File: src/rtl/ext_pkg.sv
// Shared definitions for the load-extend pipeline.
//   size_e     : access-size encoding carried on InSize
//   ENTRY_ERR_W: width of the error bit stored with each result
//                (1 with LOAD_EXTEND_ALIGN_CHECK_EN defined, else 0)
//   entry_w()  : packed entry width {data, err} for a given datapath width
package ext_pkg;

    typedef enum logic [1:0] {
        SZ_BYTE = 2'b00,
        SZ_HALF = 2'b01,
        SZ_WORD = 2'b10,
        SZ_RSVD = 2'b11
    } size_e;

`ifdef LOAD_EXTEND_ALIGN_CHECK_EN
    localparam int unsigned ENTRY_ERR_W = 1;
`else
    localparam int unsigned ENTRY_ERR_W = 0;
`endif

    function automatic int unsigned entry_w(input int unsigned data_w);
        return data_w + ENTRY_ERR_W;
    endfunction

endpackage

File: src/rtl/ext_lane.sv
// Combinational lane select and zero/sign extension.
// Ports:
//   in_data   : raw memory word
//   offset    : byte offset of the access within the word
//   size      : size_e encoding (byte/half/word/reserved)
//   is_signed : 1 = sign-extend, 0 = zero-extend (ignored for word)
//   ext_data  : extended result
//   ext_err   : misaligned/reserved flag (present only with
//               LOAD_EXTEND_ALIGN_CHECK_EN defined)
module ext_lane
    import ext_pkg::*;
#(
    parameter int unsigned DATA_W     = 32,
    parameter bit          BIG_ENDIAN = 1'b0
) (
    input  logic [DATA_W-1:0]           in_data,
    input  logic [$clog2(DATA_W/8)-1:0] offset,
    input  logic [1:0]                  size,
    input  logic                        is_signed,
    output logic [DATA_W-1:0]           ext_data
`ifdef LOAD_EXTEND_ALIGN_CHECK_EN
    ,
    output logic                        ext_err
`endif
);

    localparam int unsigned OFF_W = $clog2(DATA_W / 8);
    localparam int unsigned IDX_W = OFF_W + 3;

    logic [OFF_W-1:0] half_off;
    logic [IDX_W-1:0] byte_lo;
    logic [IDX_W-1:0] half_lo;
    logic [7:0]       byte_lane;
    logic [15:0]      half_lane;

    always_comb begin
        // Halfword selection ignores off[0]; the pair starts at an even byte.
        half_off = {offset[OFF_W-1:1], 1'b0};
        if (BIG_ENDIAN) begin
            // Offset 0 is the most significant byte; a halfword's first byte is its MSB.
            byte_lo = IDX_W'(DATA_W - 8) - {offset, 3'b000};
            half_lo = IDX_W'(DATA_W - 16) - {half_off, 3'b000};
        end else begin
            byte_lo = {offset, 3'b000};
            half_lo = {half_off, 3'b000};
        end
        byte_lane = in_data[byte_lo +: 8];
        half_lane = in_data[half_lo +: 16];

        case (size_e'(size))
            SZ_BYTE: ext_data = {{(DATA_W - 8){is_signed & byte_lane[7]}}, byte_lane};
            SZ_HALF: ext_data = {{(DATA_W - 16){is_signed & half_lane[15]}}, half_lane};
            default: ext_data = in_data;
        endcase
    end

`ifdef LOAD_EXTEND_ALIGN_CHECK_EN
    always_comb begin
        case (size_e'(size))
            SZ_BYTE: ext_err = 1'b0;
            SZ_HALF: ext_err = offset[0];
            SZ_WORD: ext_err = |offset;
            default: ext_err = 1'b1;
        endcase
    end
`endif

endmodule

File: src/rtl/load_extend_pipe.sv
// Pipelined load data extender with a 2-entry skid buffer.
// Config macro: LOAD_EXTEND_ALIGN_CHECK_EN (adds registered OutErr).
// Ports:
//   Clk, Rst           : clock, synchronous active-high reset
//   InValid/InReady    : request handshake (InReady is registered)
//   InData             : raw memory word
//   InOffset           : byte offset within the word
//   InSize             : ext_pkg::size_e encoding
//   InSigned           : 1 = sign-extend
//   OutValid/OutReady  : result handshake
//   OutData            : extended result
//   OutErr             : misaligned/reserved flag (0 unless the macro is defined)
module load_extend_pipe
    import ext_pkg::*;
#(
    parameter int unsigned DATA_W     = 32,
    parameter bit          BIG_ENDIAN = 1'b0
) (
    input  logic                        Clk,
    input  logic                        Rst,
    input  logic                        InValid,
    output logic                        InReady,
    input  logic [DATA_W-1:0]           InData,
    input  logic [$clog2(DATA_W/8)-1:0] InOffset,
    input  logic [1:0]                  InSize,
    input  logic                        InSigned,
    output logic                        OutValid,
    input  logic                        OutReady,
    output logic [DATA_W-1:0]           OutData,
    output logic                        OutErr
);

    localparam int unsigned ENTRY_W = entry_w(DATA_W);

    logic [DATA_W-1:0]  lane_data;
    logic [ENTRY_W-1:0] lane_entry;

    // entry0 is the output register, entry1 the skid slot.
    logic [ENTRY_W-1:0] ent0_q, ent0_d;
    logic [ENTRY_W-1:0] ent1_q, ent1_d;
    logic               ent0_valid_q, ent0_valid_d;
    logic               ent1_valid_q, ent1_valid_d;
    logic               in_ready_q, in_ready_d;
    logic               in_fire;
    logic               out_fire;

`ifdef LOAD_EXTEND_ALIGN_CHECK_EN
    logic lane_err;

    ext_lane #(
        .DATA_W     (DATA_W),
        .BIG_ENDIAN (BIG_ENDIAN)
    ) u_lane (
        .in_data   (InData),
        .offset    (InOffset),
        .size      (InSize),
        .is_signed (InSigned),
        .ext_data  (lane_data),
        .ext_err   (lane_err)
    );

    assign lane_entry = {lane_data, lane_err};
    assign OutErr     = ent0_q[0];
`else
    ext_lane #(
        .DATA_W     (DATA_W),
        .BIG_ENDIAN (BIG_ENDIAN)
    ) u_lane (
        .in_data   (InData),
        .offset    (InOffset),
        .size      (InSize),
        .is_signed (InSigned),
        .ext_data  (lane_data)
    );

    assign lane_entry = lane_data;
    assign OutErr     = 1'b0;
`endif

    assign in_fire  = InValid && in_ready_q;
    assign out_fire = ent0_valid_q && OutReady;

    always_comb begin
        ent0_d       = ent0_q;
        ent1_d       = ent1_q;
        ent0_valid_d = ent0_valid_q;
        ent1_valid_d = ent1_valid_q;

        // Drain first, then place any new result in the lowest free slot.
        // An accept is impossible while entry1 is full, so a drained entry1
        // never collides with a new arrival.
        if (out_fire) begin
            if (ent1_valid_q) begin
                ent0_d       = ent1_q;
                ent1_valid_d = 1'b0;
            end else begin
                ent0_valid_d = 1'b0;
            end
        end

        if (in_fire) begin
            if (!ent0_valid_d) begin
                ent0_d       = lane_entry;
                ent0_valid_d = 1'b1;
            end else begin
                ent1_d       = lane_entry;
                ent1_valid_d = 1'b1;
            end
        end

        in_ready_d = !ent1_valid_d;
    end

    always_ff @(posedge Clk) begin
        if (Rst) begin
            ent0_q       <= '0;
            ent1_q       <= '0;
            ent0_valid_q <= 1'b0;
            ent1_valid_q <= 1'b0;
            in_ready_q   <= 1'b1;
        end else begin
            ent0_q       <= ent0_d;
            ent1_q       <= ent1_d;
            ent0_valid_q <= ent0_valid_d;
            ent1_valid_q <= ent1_valid_d;
            in_ready_q   <= in_ready_d;
        end
    end

    assign InReady  = in_ready_q;
    assign OutValid = ent0_valid_q;
    assign OutData  = ent0_q[ENTRY_W-1 -: DATA_W];

endmodule

File: config.mk
export PLATFORM = sky130hd
export DESIGN_NAME = load_extend_pipe
export DESIGN_NICKNAME = d
export VERILOG_FILES = /design/src/rtl/ext_pkg.sv /design/src/rtl/ext_lane.sv /design/src/rtl/load_extend_pipe.sv
export SDC_FILE = /design/constraint.sdc
export NUM_CORES = 1
export LEC_CHECK = 0
export ABC_AREA = 1
export ABC_CLOCK_PERIOD_IN_PS = 2100
export CAP_MARGIN = 20
export CELL_PAD_IN_SITES_DETAIL_PLACEMENT = 0
export CELL_PAD_IN_SITES_GLOBAL_PLACEMENT = 2
export CORE_UTILIZATION = 29
export DETAILED_ROUTE_END_ITERATION = 7
export GPL_TIMING_DRIVEN = 0
export PLACE_DENSITY = 0.91
export SYNTH_ARGS = -nofsm -noshare
export SYNTH_HDL_FRONTEND = slang
export SYNTH_SLANG_ARGS = --single-unit
File: constraint.sdc
create_clock -name Clk -period 2.1 [get_ports Clk]
set_input_delay 0.315 -clock Clk [delete_from_list [all_inputs] [get_ports Clk]]
set_output_delay 0.315 -clock Clk [all_outputs]
set_load 0.05 [all_outputs]
==> results.md, run 1 <==
- DRT Pass-1 Iters: 5
- CP Max Fanout: 4
- Min-delay src: InSize[1]
- Min setup slack post-route: 0.2778 ns
- Max Root-Sink Buffers: 2
- Total GRT Usage: 19.84%
- Max cap viols: 0
- Avg Cell Area, Syn: 6.398 um^2
- Worst skew pair latency: 0.34 ns
- Slew Viols, Final: 0
- PostCTS Resize Cnt: 0
- Crit path depth: 1
- Reg2reg setup slack: 0.42 ns
- CP Capture Type: output port
- Die ar.: 13070 um^2
- Hold Crit Class: primary input to flip-flop
- Syn Inst Count: 572
- Post-CTS Setup Inserts: 0
- Layout cells sized above 1: 8.346%
- Synth area leader: dfxtp_1
- Max Freq: 0.5488 GHz
- Startpoint types: flip-flop
- Core region area: 12160 um^2
- Final core occ: 40.02%
- RR Endpoint: ent1_q[24]
- Worst-path clk slew: 0.05 ns
- CTS tree: done
- Starting DRT DRC Count: 193
- WL/cell: 14.75 um
- WS Path Type: flip-flop to output port
- Worst setup path startpoint: OutValid
- Worst R2R Path Depth: 8
- Worst reg2reg startpoint: OutValid
- Final setup fails: 0
- Initial Utilization: 30.09%
- Drt via density: 4.666
- Delay of the slowest critical-path stage: 0.81 ns
- Port buffer count: 72
- Top-level port count: 76
- Final period util: 86.77%
- Nets: 696
- Inst Count DP: 812
- Number of buffers inserted during clock tree synthesis: 9
- CP Capture Point: OutValid
- Tmin final: 1.822 ns
- Crit-path slowest cell: clkdlybuf4s50_1
- Number of global-route vias before repair: 3637
- Final hold violations: 0
- Dpl ws: 0.02547 ns
- Final ANT Viol Nets: 0
- CTS hold repair buffers: 0
- Ant diodes: 0
- Die width: 114.3 um
- Leak Pwr: 2.359 nW
- Die Y: 114.3 um
- Library cells used by synthesis: 24
- Relative slew slack: 58.20%
- Post-Syn Nets: 613
- Mapped Area: 3660 um^2
- Synth top area share: 36.65%
- Pin count of the biggest net entering global routing: 11
- Fin Setup TNS: 0 ns
- Initial antenna violation count: 0
- Clock Tree Root: clkbuf_16
- Arr. time, crit path: 1.51 ns
- Gr ovfl total: 0
- Syn. warnings: 0
- Result of the run: finished clean
- TritonCTS Sinks: 67
- RSZ-0062 raised after global routing: no
- GPL Wtd Cong: 0.8787
- First-pass GRT wire length: 19500 um
- DRC violations left: 0
- H-tree levels: 3
- #FFs+latches synth: 67
- Synth top area cells: dfxtp_1 37%, nand2_1 23%, nand4_1 8.2%
- Top delay family on crit path: buffers and inverters
- Cell Count, Final, Fillers Out: 827
- Buf+Inv Stages, Crit Path: 1
- P&R area growth vs syn: 32.99%
- Detailed Place HPWL: 9305 um
- Std-Cell Rows: 40
- Critical-path cell list: clkdlybuf4s50_1
- Via count: 3859
- Final Skew: 0.006626 ns
- Slew @ Worst Pin: 0.6269 ns
- Worst EP required: 1.78 ns
- Peak supply drop: 447.2 uV
- Sequential fraction of the synthesis area: 36.65%
- Power per Cell Area: 796.5 nW/um^2
- Routed WL: 12200 um
[worst min-delay path by stage]
stage | depth (start not counted) | to | slack, ns
after CTS | 5 | ent1_q[7] | 0.42
final | 5 | ent1_q[7] | 0.43
after global placement | 2 | ent1_valid_q | 0.49
after detailed placement | 2 | ent1_valid_q | 0.50
after floorplan | 3 | OutData[10] | 0.46
after global routing | 5 | ent1_q[7] | 0.49
[logic make-up (layout without fill, tap and decap cells)]
group | count (synthesis) | count (layout) | share of synthesized area (%)
DFF | 67 | 67 | 36.65
AOI/OAI and AO/OA | 64 | 64 | 10.91
buffers and inverters | 105 | 192 | 12.62
other | 1 | 1 | 0.1025
and+or+nand+nor | 335 | 335 | 39.73
[flip-flops by register name, indices dropped and copies added (netlist names)]
name          count
OutData          32
ent1_valid_q      1
InReady           1
ent1_q           32
OutValid          1
[cells in the mapped netlist, drive strengths merged]
library cell / n
a21oi: 7
a31oi: 17
buf: 26
clkbuf: 14
clkinv: 2
conb: 1
dfxtp: 67
inv: 63
nand2: 231
nand3: 16
nand4: 48
nor2: 33
o21a: 23
o21ai: 17
or2: 7
[metrics by stage]
| stage | cell area (um^2) | hold WS (ns) | total power, mW |
|---|---|---|---|
| final | 4867 | 0.4283 | 3.877 |
| after CTS | 4867 | 0.4222 | 3.913 |
| after global placement | 4591 | 0.4918 | 2.426 |
| after global routing | 4867 | 0.4872 | 4.058 |
| after floorplan | 3660 | 0.4609 | 2.086 |
| after detailed placement | 4591 | 0.4998 | 2.433 |
[where the power goes]
group / total (mW) / internal (mW) / switching, mW
clock: 1.47 / 0.909 / 0.558
sequential: 1.44 / 1.38 / 0.0547
combinational: 0.972 / 0.349 / 0.622
[final cells by class]
type	instances	area [um^2]
clock buffers	12	236.5
flip-flops and latches	67	1341
fillers	1289	7295
clock inverters	3	40.04
inverters	65	246.5
repair buffers	72	720.7
multi-input cells	400	1857
well taps	168	210.2
plain buffers	40	215.2
[per-layer routing]
layer	up-vias	track usage (%)	part of all wire, %
li1	1987	-	-
met1	1736	26.88	48
met2	120	31.52	44
met3	16	4.606	6.0
met4	0	5.455	1.6
met5	-	0	0
[placed cells by master, fill, tap and decap left out, drive strengths merged, types with 16 or more instances in the layout]
master and count:
inv 63, nand4 48, buf 26, nand3 16, nand2 231, dfxtp 67, o21a 23, o21ai 17
a31oi 17, clkdlybuf4s50 72, clkbuf 26, nor2 33
No activity file was read; power rests on OpenSTA's default activity.
==> run 2: changes to the inputs <==
Settings changed: ABC_CLOCK_PERIOD_IN_PS 2100 to 1850, CORE_UTILIZATION 29 to 27, PLACE_DENSITY 0.91 to 0.86.
Clock period 2.1 ns to 1.85 ns, I/O delays scaled along.
==> run 2 against run 1 <==
Sequential power is 13% higher. Largest power group unchanged. Clock skew is 0.0016 ns lower. Critical endpoint unchanged. Non-clock buffer count stayed put. Critical path type unchanged. Cell area is 1.7% higher. Sequential share of layout area is 0.47 points lower.
==> results.md, run 2 (synthesis results as in run 1) <==
- Layout cells sized above 1: 9.242% (was 8.346%)
- PostCTS Resize Cnt: 0 (unchanged)
- Detailed Place HPWL: 9473 um (was 9305 um)
- Top Metal Used: met4 (unchanged)
- CP Max Fanout: 4 (unchanged)
- DRT Pass-1 Iters: 5 (unchanged)
- Number of buffers inserted during clock tree synthesis: 9 (unchanged)
- Tightest hold margin: 0.3921 ns (was 0.4283 ns)
- Critical-path cell list: clkdlybuf4s50_1 (unchanged)
- Inst Count DP: 820 (was 812)
- CTS tree: done (unchanged)
- Worst-path clk slew: 0.06 ns (was 0.05 ns)
- Result of the run: finished clean (unchanged)
- Buf+Inv Stages, Crit Path: 1 (unchanged)
- Startpoint types: flip-flop (unchanged)
- Final period util: 96.55%
- CP Capture Type: output port (unchanged)
- Drt via density: 4.645 (was 4.666)
- Final ANT Viol Nets: 0 (unchanged)
- TritonCTS Sinks: 67 (unchanged)
- DRT met1 WL: 5935 um (was 5861 um)
- Min setup slack post-route: 0.06379 ns (was 0.2778 ns)
- Cell Count, Final, Fillers Out: 836 (was 827)
- Number of global-route vias before repair: 3665 (was 3637)
- Area post-placement: 4601 um^2 (was 4591 um^2)
- Arr. time, crit path: 1.51 ns (about the same)
- P&R area growth vs syn: 35.28% (was 32.99%)
- Port buffer count: 72 (unchanged)
- Max Freq: 0.5598 GHz
- Core region area: 13240 um^2 (was 12160 um^2)
- Dpl ws: -0.2088 ns (was 0.02547 ns)
- Die ar.: 14020 um^2 (was 13070 um^2)
- Worst EP required: 1.57 ns (was 1.78 ns)
- Initial antenna violation count: 0 (unchanged)
- Max cap viols: 0 (unchanged)
- First-pass GRT wire length: 19730 um (was 19500 um)
- Crit-path slowest cell: clkdlybuf4s50_1 (unchanged)
- GPL Wtd Cong: 0.8762 (was 0.8787)
- Via count: 3883 (was 3859)
- Std-Cell Rows: 42 (was 40)
- Die width: 118.4 um (was 114.3 um)
- Fin area: 4951 um^2 (was 4867 um^2)
- Total GRT Usage: 18.54% (was 19.84%)
- Worst skew pair latency: 0.34 ns (about the same)
- Hold Crit Class: primary input to flip-flop (unchanged)
- Fin Setup TNS: 0 ns (unchanged)
- Top delay family on crit path: buffers and inverters (unchanged)
- Tmin final: 1.786 ns
- Initial Utilization: 27.64% (was 30.09%)
- Clock Tree Root: clkbuf_16 (unchanged)
- Ant diodes: 0 (unchanged)
- Gr ovfl total: 0 (unchanged)
- Starting DRT DRC Count: 247 (was 193)
- Max Root-Sink Buffers: 2 (unchanged)
- DR WL met2: 5616 um (was 5410 um)
- H-tree levels: 3 (unchanged)
- Routed WL: 12240 um (was 12200 um)
- Relative slew slack: 59.52% (was 58.20%)
- Die Y: 118.4 um (was 114.3 um)
- Final Skew: 0.005036 ns (was 0.006626 ns)
- Pin count of the biggest net entering global routing: 13 (was 11)
- WL/cell: 14.65 um (was 14.75 um)
- Final core occ: 37.39% (was 40.02%)
- Commonest non-fill, non-tap cells in the layout: 226 x nand2_1, 72 x clkdlybuf4s50_1, 67 x dfxtp_1 (was 227 x nand2_1, 72 x clkdlybuf4s50_1, 67 x dfxtp_1)
- Slew @ Worst Pin: 0.6072 ns (was 0.6269 ns)
- Final setup fails: 0 (unchanged)
- Delay of the slowest critical-path stage: 0.82 ns (was 0.81 ns)
- WS Path Type: flip-flop to output port (unchanged)
- Leak Pwr: 2.386 nW (was 2.359 nW)
- Met3 wire len: 416 um (was 732 um)
- Post-CTS Setup Inserts: 0 (unchanged)
- Nets: 696 (unchanged)
- Peak supply drop: 289.8 uV (was 447.2 uV)
- Filler instances: 1456 (was 1289)
- Commonest non-fill, non-tap cell in the layout: nand2_1 (unchanged)
- CTS hold repair buffers: 0 (unchanged)
- Power per Cell Area: 953.1 nW/um^2 (was 796.5 nW/um^2)
- Top-level port count: 76 (unchanged)
- DRC violations left: 0 (unchanged)
- Slew Viols, Final: 0 (unchanged)
- Final hold violations: 0 (unchanged)
- Power, Total: 4.719 mW (was 3.877 mW)
- RSZ-0062 raised after global routing: no (unchanged)
-- run 2: power by group --
part / leakage [nW] / switching [mW] / internal [mW]
logic: 1.67 / 0.710 / 0.398
clock network: 0.165 / 0.666 / 1.31
registers: 0.551 / 0.0624 / 1.57
-- run 2: final timing paths --
path	startpoint	to	slack, ns	cells past startpoint
worst max-delay path	OutValid	OutValid	0.06	1
worst min-delay path	InSize[1]	ent1_q[0]	0.39	5
worst max register to register	OutValid	ent1_q[11]	0.17	8
worst min register to register	ent1_valid_q	ent1_valid_q	0.51	2
-- run 2: final cells by class --
class / count / area, um^2 / area share, %
clock buffers: 9 / 225.2 / 4.549
flip-flops and latches: 67 / 1341 / 27.09
multi-input cells: 400 / 1859 / 37.55
repair buffers: 72 / 720.7 / 14.56
inverters: 65 / 250.2 / 5.054
clock inverters: 7 / 116.4 / 2.350
well taps: 176 / 220.2 / 4.448
plain buffers: 40 / 217.7 / 4.397
-- run 2: metal layers --
layer,GRT usage (%),up-vias
met3,3.475,20
met1,24.51,1773
met4,8.149,0
li1,-,1990
met2,29.34,100
met5,0,-
==> run 3: changes to the inputs <==
Settings changed: CORE_ASPECT_RATIO from default to 1.1.
==> run 3 against run 2 <==
Highest routed layer unchanged. Non-clock buffer count did not move. First-iteration DRC count fell by 20%. Global-route usage rose by 0.26 points. Largest cell class unchanged. Via count fell by 1.2%. Clock power fell by 3%. Worst setup slack got worse by 0.0048 ns. Wire length rose by 2.0%. Clock skew rose by 0.0033 ns. Worst hold slack got worse by 0.0030 ns. Sequential share of layout area rose by 0.18 points. Critical endpoint is now OutData[31]. Count of clock-buffer cells in the layout rose by 3. Cell area fell by 0.66%.
==> results.md, run 3 (synthesis results as in run 1) <==
- Max Freq: 0.5583 GHz (was 0.5598 GHz)
- Max Root-Sink Buffers: 2 (unchanged)
- Power, Total: 4.656 mW (was 4.719 mW)
- Peak supply drop: 396.5 uV (was 289.8 uV)
- Critical-path cell list: clkdlybuf4s50_1 (unchanged)
- Initial Utilization: 27.70% (was 27.64%)
- First-pass GRT wire length: 19740 um (was 19730 um)
- H-tree levels: 3 (unchanged)
- Commonest non-fill, non-tap cell in the layout: nand2_1 (unchanged)
- Filler instances: 1440 (was 1456)
- Fin area: 4918 um^2 (was 4951 um^2)
- Routed WL: 12490 um (was 12240 um)
- Final setup fails: 0 (unchanged)
- Starting DRT DRC Count: 197 (was 247)
- GPL Wtd Cong: 0.8907 (was 0.8762)
- Nets: 696 (unchanged)
- RSZ-0062 raised after global routing: no (unchanged)
- Top-level port count: 76 (unchanged)
- Register share of total power: 35.1% (was 34.6%)
- Max cap viols: 0 (unchanged)
- Detailed Place HPWL: 9608 um (was 9473 um)
- Fin Setup TNS: 0 ns (unchanged)
- Total GRT Usage: 18.80% (was 18.54%)
- CP Capture Type: output port (unchanged)
- Initial antenna violation count: 0 (unchanged)
- P_int: 3.219 mW (was 3.281 mW)
- Die Y: 124.1 um (was 118.4 um)
- Area post-placement: 4582 um^2 (was 4601 um^2)
- CTS hold repair buffers: 0 (unchanged)
- Final Skew: 0.008313 ns (was 0.005036 ns)
- Buf+Inv Stages, Crit Path: 1 (unchanged)
- WS Path Type: flip-flop to output port (unchanged)
- Clk network pwr share: 41.3% (was 41.9%)
- Ant diodes: 0 (unchanged)
- DRT Pass-1 Iters: 5 (unchanged)
- Leak Pwr: 2.395 nW (was 2.386 nW)
- Delay of the slowest critical-path stage: 0.82 ns (about the same)
- Power per Cell Area: 946.6 nW/um^2 (was 953.1 nW/um^2)
- Worst-path clk slew: 0.06 ns (about the same)
- Core region area: 13210 um^2 (was 13240 um^2)
- Via count: 3836 (was 3883)
- Die ar.: 14020 um^2 (unchanged)
- Top delay family on crit path: buffers and inverters (unchanged)
- Final ANT Viol Nets: 0 (unchanged)
- WL/cell: 15.21 um (was 14.65 um)
- Post-CTS Setup Inserts: 0 (unchanged)
- CP Max Fanout: 2 (was 4)
- Layout cells sized above 1: 8.788% (was 9.242%)
- Slew @ Worst Pin: 0.6319 ns (was 0.6072 ns)
- Hold Crit Class: primary input to flip-flop (unchanged)
- Area of the multi-input gates: 1857 um^2 (was 1859 um^2)
- Tmin final: 1.791 ns (was 1.786 ns)
- Final period util: 96.81% (was 96.55%)
- Number of global-route vias before repair: 3621 (was 3665)
- Gate power share: 23.6% (was 23.5%)
- Arr. time, crit path: 1.51 ns (about the same)
- Relative slew slack: 57.87% (was 59.52%)
- Drt via density: 4.672 (was 4.645)
- FF+latch area: 1341 um^2 (unchanged)
- Gr ovfl total: 0 (unchanged)
- Switching Share: 30.85% (was 30.48%)
- Port buffer count: 72 (unchanged)
- DRC violations left: 0 (unchanged)
- Number of buffers inserted during clock tree synthesis: 9 (unchanged)
- PostCTS Resize Cnt: 0 (unchanged)
- Crit-path slowest cell: clkdlybuf4s50_1 (unchanged)
- Clock Tree Root: clkbuf_16 (unchanged)
- Pin count of the biggest net entering global routing: 12 (was 13)
- Slew Viols, Final: 0 (unchanged)
- Commonest non-fill, non-tap cells in the layout: 227 x nand2_1, 71 x clkdlybuf4s50_1, 67 x dfxtp_1 (was 226 x nand2_1, 72 x clkdlybuf4s50_1, 67 x dfxtp_1)
- Worst EP required: 1.57 ns (about the same)
- Net Switching: 1.436 mW (was 1.438 mW)
- Worst skew pair latency: 0.34 ns (about the same)
- Std-Cell Rows: 44 (was 42)
- Die width: 113.0 um (was 118.4 um)
- Result of the run: finished clean (unchanged)
- Final hold violations: 0 (unchanged)
- CTS tree: done (unchanged)
- Startpoint types: flip-flop (unchanged)
- TritonCTS Sinks: 67 (unchanged)
- P&R area growth vs syn: 34.39% (was 35.28%)
==> run 3: per-layer routing <==
layer | track usage [%] | vias to the layer above | wire length [um]
met5 | 0 | - | 0
met1 | 24.09 | 1731 | 5811
met4 | 8.141 | 0 | 259
met3 | 3.504 | 15 | 543
li1 | - | 1989 | -
met2 | 30.94 | 101 | 5875
==> run 3: metrics by stage <==
step / hold slack, ns / setup WS [ns] / cells / util [%]
after floorplan: 0.4234 / 0.1780 / 572 / -
final: 0.3891 / 0.05896 / 821 / 37.23
after global routing: 0.4083 / 0.0009293 / 821 / 37.23
after global placement: 0.4941 / -0.1855 / 805 / 34.68
after detailed placement: 0.5033 / -0.2186 / 805 / 34.68
after CTS: 0.3854 / 0.03216 / 821 / 37.17
==> run 3: final cells by class <==
| class | count | share of cell area (%) |
|---|---|---|
| inverters | 65 | 5.011 |
| clock inverters | 4 | 1.475 |
| plain buffers | 40 | 4.477 |
| repair buffers | 72 | 14.70 |
| clock buffers | 12 | 5.215 |
| well taps | 161 | 4.096 |
| flip-flops and latches | 67 | 27.27 |
| multi-input cells | 400 | 37.75 |
==> run 3: path summary, 6_finish.rpt <==
| kind | cells past startpoint | start | to | slack [ns] |
|---|---|---|---|---|
| max | 1 | OutData[31] | OutData[31] | 0.06 |
| min | 5 | InSize[1] | ent1_q[7] | 0.39 |
| max reg2reg | 8 | OutValid | OutData[19] | 0.15 |
| min reg2reg | 2 | ent1_valid_q | ent1_valid_q | 0.51 |
==> run 3: power by group through the flow <==
stage	logic (mW)	registers (mW)	clock network (mW)
after floorplan	0.459	1.91	0
after global placement	1.10	1.66	0
after detailed placement	1.10	1.66	0
after CTS	1.10	1.63	1.94
after global routing	1.21	1.65	2.04
final	1.10	1.63	1.92
